### src/rtl/instr_exec_ctrl.sv
// Start/Ready instruction responder for the panel-to-micro handshake.
// Latches and decodes one instruction, waits on the ALU, writes, retires.
module instr_exec_ctrl #(
  parameter int ALU_LAT = 1,
  parameter int ADDR_W  = 4,
  parameter int OP_W    = 4
) (
  input  logic              CLK,
  input  logic              RST,
  input  logic              Start,
  input  logic [OP_W-1:0]   OpCode,
  input  logic [ADDR_W-1:0] AddrA,
  input  logic [ADDR_W-1:0] AddrB,
  input  logic [ADDR_W-1:0] AddrC,
  output logic              Ready,
  output logic              Wen,
  output logic              IsImm,
  output logic [3:0]        OpALU,
  output logic [ADDR_W-1:0] AddrAQ,
  output logic [ADDR_W-1:0] AddrBQ,
  output logic [ADDR_W-1:0] AddrCQ,
  output logic              Done,
  output logic [15:0]       InstrCnt
);

  typedef enum logic [2:0] {
    S_IDLE,
    S_DEC,
    S_EXEC,
    S_WR,
    S_DONE
  } state_t;

  localparam logic [3:0] LAT_M1 = 4'(ALU_LAT - 1);

  state_t     state;
  logic       start_q;
  logic       nop_q;
  logic [3:0] cnt;
  logic       accept;
  logic       dec_imm;
  logic       dec_nop;
  logic [3:0] dec_alu;

  assign accept = (state == S_IDLE) & Start & ~start_q;

  // Opcode decode: all-ones is a NOP, upper half uses the immediate
  always_comb begin
    dec_imm = 1'b0;
    dec_nop = 1'b0;
    dec_alu = {1'b0, OpCode[2:0]};
    unique case (1'b1)
      (&OpCode): begin
        dec_nop = 1'b1;
        dec_alu = 4'h0;
      end
      (OpCode[3] && !(&OpCode)): dec_imm = 1'b1;
      (!OpCode[3]): dec_imm = 1'b0;
    endcase
  end

  // Handshake FSM with registered datapath controls
  always_ff @(posedge CLK or negedge RST) begin
    if (!RST) begin
      state    <= S_IDLE;
      start_q  <= 1'b1;
      nop_q    <= 1'b0;
      cnt      <= '0;
      Ready    <= 1'b1;
      Wen      <= 1'b0;
      Done     <= 1'b0;
      IsImm    <= 1'b0;
      OpALU    <= '0;
      AddrAQ   <= '0;
      AddrBQ   <= '0;
      AddrCQ   <= '0;
      InstrCnt <= '0;
    end else begin
      start_q <= Start;
      unique case (state)
        S_IDLE: begin
          if (accept) begin
            AddrAQ <= AddrA;
            AddrBQ <= AddrB;
            AddrCQ <= AddrC;
            IsImm  <= dec_imm;
            OpALU  <= dec_alu;
            nop_q  <= dec_nop;
            Ready  <= 1'b0;
            state  <= S_DEC;
          end
        end
        S_DEC: begin
          cnt   <= LAT_M1;
          state <= S_EXEC;
        end
        S_EXEC: begin
          if (cnt == 4'd0) begin
            Wen   <= ~nop_q;
            state <= S_WR;
          end else begin
            cnt <= cnt - 4'd1;
          end
        end
        S_WR: begin
          Wen      <= 1'b0;
          Done     <= 1'b1;
          InstrCnt <= InstrCnt + 16'd1;
          state    <= S_DONE;
        end
        S_DONE: begin
          Done  <= 1'b0;
          Ready <= 1'b1;
          state <= S_IDLE;
        end
        default: begin
          Wen   <= 1'b0;
          Done  <= 1'b0;
          Ready <= 1'b1;
          state <= S_IDLE;
        end
      endcase
    end
  end

endmodule
### config.mk
export PLATFORM = sky130hd
export DESIGN_NAME = instr_exec_ctrl
export DESIGN_NICKNAME = d
export VERILOG_FILES = /design/src/rtl/instr_exec_ctrl.sv
export SDC_FILE = /design/constraint.sdc
export NUM_CORES = 1
export LEC_CHECK = 0
export BUFFER_PORTS_ARGS = -buffer_cell sky130_fd_sc_hd__clkbuf_2
export CAP_MARGIN = 20
export CORE_ASPECT_RATIO = 0.75
export CORE_MARGIN = 2
export CORE_UTILIZATION = 42
export DETAILED_ROUTE_END_ITERATION = 7
export GPL_TIMING_DRIVEN = 0
export PLACE_DENSITY_LB_ADDON = 0.12
export SLEW_MARGIN = 20
export SYNTH_ARGS = -nofsm -noshare
export SYNTH_HDL_FRONTEND = slang
export SYNTH_SLANG_ARGS = --single-unit
export TNS_END_PERCENT = 50
### constraint.sdc
create_clock -name CLK -period 1.85 [get_ports CLK]
set_input_delay 0.0925 -clock CLK [delete_from_list [all_inputs] [get_ports CLK]]
set_output_delay 0.0925 -clock CLK [all_outputs]
set_load 0.01 [all_outputs]
==> run summary <==
Logic synthesis
- 34 — post-synth cell types
- 0.251 — simple-gate share of the synthesized area
- 44 — post-synthesis sequential element count
- 182 — Post-Syn Instances
- 0 — warnings from Yosys
- 10.7 um2 — average cell area after synthesis
- 0.0762 — Post-Synth XOR/XNOR Area
- 0 — count of flip-flops with a built-in enable after synthesis
- 0.565 — portion of the post-synthesis area used by sequential elements
- 1.00 — share of synthesized flip-flops with an asynchronous set or reset
- 0.0128 — area share of fa/ha/maj cells after synthesis
- simple AND/OR/NAND/NOR gates — largest family of logic cells by synthesized area
- 1950 um2 — post-synthesis instance area
- dfrtp_1 — Synth Flop Type
- 203 — post-synthesis net count
- 0.0416 — synthesized-area fraction occupied by ao, oa, aoi and oai cells
- 0.0102 — mux contribution to synthesized area

Layout
- 0 — number of antenna diodes
- 0.295 — share of cells above drive strength 1
- 279 — Nets
- 31.2% — growth of design area from synthesis to finish

Routing
- 1,438 — vias
- 4 — total iterations of the first detailed-routing run
- 47 — number of violations reported at the end of detailed-routing iteration 0
- 4.57 — routed via count divided by cell count
- 0 — DRC
- 3900 um — Routed WL
- 12.4 um — Wirelength per Cell
- 0 — remaining number of nets flagged by the antenna check after routing

Floorplanning
- 21 — number of core rows
- 4470 um2 — core area
- 55 — number of top-level design ports
- 82.7 um — die boundary width
- 5220 um2 — Die Footprint
- 63.1 um — Die Y
- 0.437 — Starting Density

Global routing
- 0 — GR Overflow Total
- 0 — antenna violations before repair
- 6840 um — global-route wire length before repair
- 0.170 — global-route usage over all layers
- 20 — largest net degree at the start of global routing
- 1,465 — number of global-route vias before repair

Timing
- 1.55 ns — Min Clock Period, post-route
- 0.506 ns — slew at the pin closest to its max-slew limit
- false — setup repair after global routing missed its margin
- 0.838 — Period Utilization, post-route
- 0 — final count of pins violating max slew
- 0.299 ns — worst setup margin
- 645 MHz — Max Clk Rate
- 0 ns — setup_tns
- 0 — number of failing hold endpoints at the final stage
- 0 — Setup violations, final
- 0.00388 ns — Fin Clk Skew
- 0.0265 ns — worst hold slack
- 0.660 — normalized max-slew margin

Clock tree
- 44 — # clock sinks
- done — CTS tree
- 0.29 ns — latest clock arrival within the worst-skew pair
- 0.08 ns — Clock Pin Slew Worst Setup and Hold Paths
- 0 — # Post-CTS Setup Buffers
- 2 — buffer depth of the longest clock path
- 2 — count of H-tree levels built during CTS
- 5 — number of buffers inserted during clock tree synthesis
- clkbuf_8 — CTS Root Cell

Run status
- completed — result of the run

Place
- 0.271 ns — Setup Slack @ Placement
- 53 — PortBufs
- 0.727 — weighted congestion at the end of routability-driven global placement
- 2740 um — detailed placement HPWL

Power and ir drop
- 0.618 mV — peak supply drop
- 0.00138 uW — P_leak
- 1230 nW/um2 — pwr dens

Hold path
- input pin to flip-flop — HP Class
- IsImm — hold path endpoint
- 3 — count of cells along the worst hold path
- OpCode[3] — beginning of the worst hold path

Flow run
- 0 — number of maximum-capacitance violations

Critical path
- cnt[0] — launch point of the critical path
- flip-flop — crit path launch type
- flip-flop to flip-flop — Critical Setup Path Class
- 0.30 ns — worst reg-to-reg setup slack
- 5 — R2R depth
- cnt[0] — Worst R2R Start
- 5 — critical-path maximum fanout
- 2.01 ns — endpoint required time on the critical path
- flip-flop — endpoint kind of the worst setup timing path
- 1.71 ns — Critical Path AT
- state[0] — R2R Path End

==> logic make-up (layout without fill, tap and decap cells) <==
kind of cell,after synthesis,after routing
mux,2,2
other cells,1,1
fa+ha+maj,2,2
buf+inv,13,89
flops,44,44
simple gates,90,90
xor+xnor,17,17
compound gates,13,13
==> synthesized netlist by cell type (all sizes together), types with 2 or more instances <==
library cell / number / area, um2
nor4: 2 / 42.5
inv: 7 / 26.3
ha: 2 / 25.0
nand3b: 2 / 31.3
nand4: 4 / 40.0
mux2i: 2 / 20.0
a21oi: 3 / 15.0
dfstp: 2 / 52.6
buf: 6 / 53.8
and4: 2 / 17.5
nand2: 57 / 214
nor3: 2 / 21.3
nor2: 7 / 26.3
nand3: 8 / 40.0
xor2: 4 / 35.0
o21ai: 5 / 25.0
dfrtp: 42 / 1050
xnor2: 13 / 114
nand2b: 2 / 12.5
==> timing repair <==
action                                 4_1_cts  5_1_grt
endpoints found under the hold margin       40        0
hold buffers                                14        0
resized for setup                            0        0
==> registers in the layout, indices dropped and copies added, names as in the netlist, 3 cells and up <==
name	cells
InstrCnt	16
state	3
AddrAQ	4
AddrCQ	4
AddrBQ	4
OpALU	3
cnt	4
==> critical path, stage by stage (launching register included) <==
cell       delay, ns
dfrtp_1         0.41
inv_1           0.07
ha_1            0.16
nand2b_1        0.10
o21a_1          0.27
a2111oi_1       0.42
==> placed cells by master (no fill, tap or decap), types with 2 or more instances in the layout <==
| master | Yosys | layout |
|---|---|---|
| nand4_1 | 3 | 3 |
| inv_1 | 7 | 7 |
| buf_16 | 0 | 2 |
| clkbuf_2 | 0 | 53 |
| nor2_1 | 7 | 7 |
| nor4_4 | 2 | 2 |
| nand2b_1 | 2 | 2 |
| nand2_1 | 57 | 57 |
| nand3_1 | 8 | 8 |
| xnor2_1 | 13 | 13 |
| dfrtp_1 | 42 | 42 |
| dlygate4sd3_1 | 0 | 14 |
| o21ai_0 | 5 | 5 |
| and4_1 | 2 | 2 |
| xor2_1 | 4 | 4 |
| mux2i_1 | 2 | 2 |
| ha_1 | 2 | 2 |
| clkbuf_8 | 0 | 5 |
| dfstp_2 | 2 | 2 |
| buf_4 | 2 | 2 |
| buf_6 | 3 | 3 |
| a21oi_1 | 3 | 3 |
==> per-stage QoR <==
stage / cell area (um2) / instances / total power, uW / utilization
2_1_floorplan: 1950 / 182 / 2160 / -
3_3_place_gp: 2290 / 292 / 2560 / 0.513
3_5_place_dp: 2340 / 294 / 2600 / 0.525
5_1_grt: 2560 / 315 / 3410 / 0.574
4_1_cts: 2560 / 315 / 3190 / 0.574
6_report: 2560 / 315 / 3140 / 0.574
==> power breakdown <==
| group | internal (uW) | switching [uW] |
|---|---|---|
| logic | 491 | 639 |
| clock network | 257 | 303 |
| registers | 1250 | 207 |
| total | 2000 | 1150 |
==> worst max-delay path by stage <==
| stage | end |
|---|---|
| floorplan | state[0] |
| global placement | AddrCQ[3] |
| detailed placement | state[0] |
| CTS | state[0] |
| global route | state[0] |
| finish | state[0] |
==> metal layers <==
metal | wire length, um | vias to the layer above | share of wire | global-route usage
met5 | 0 | - | 0 | 0
met4 | 6 | 0 | 0.0015 | 0.0369
met3 | 186 | 2 | 0.048 | 0.0430
met2 | 1640 | 37 | 0.42 | 0.251
met1 | 2070 | 652 | 0.53 | 0.254
li1 | - | 747 | - | -
==> cell type report <==
class	instances	area, um2
Clock inverter	1	5.00
Sequential cell	44	1100
Fill cell	398	1900
Clock buffer	6	72.6
Inverter	7	26.3
Tap cell	57	71.3
Timing Repair Buffer	69	460
Multi-Input combinational cell	125	769
Buffer	6	53.8
(Power assumes the default switching activity.)
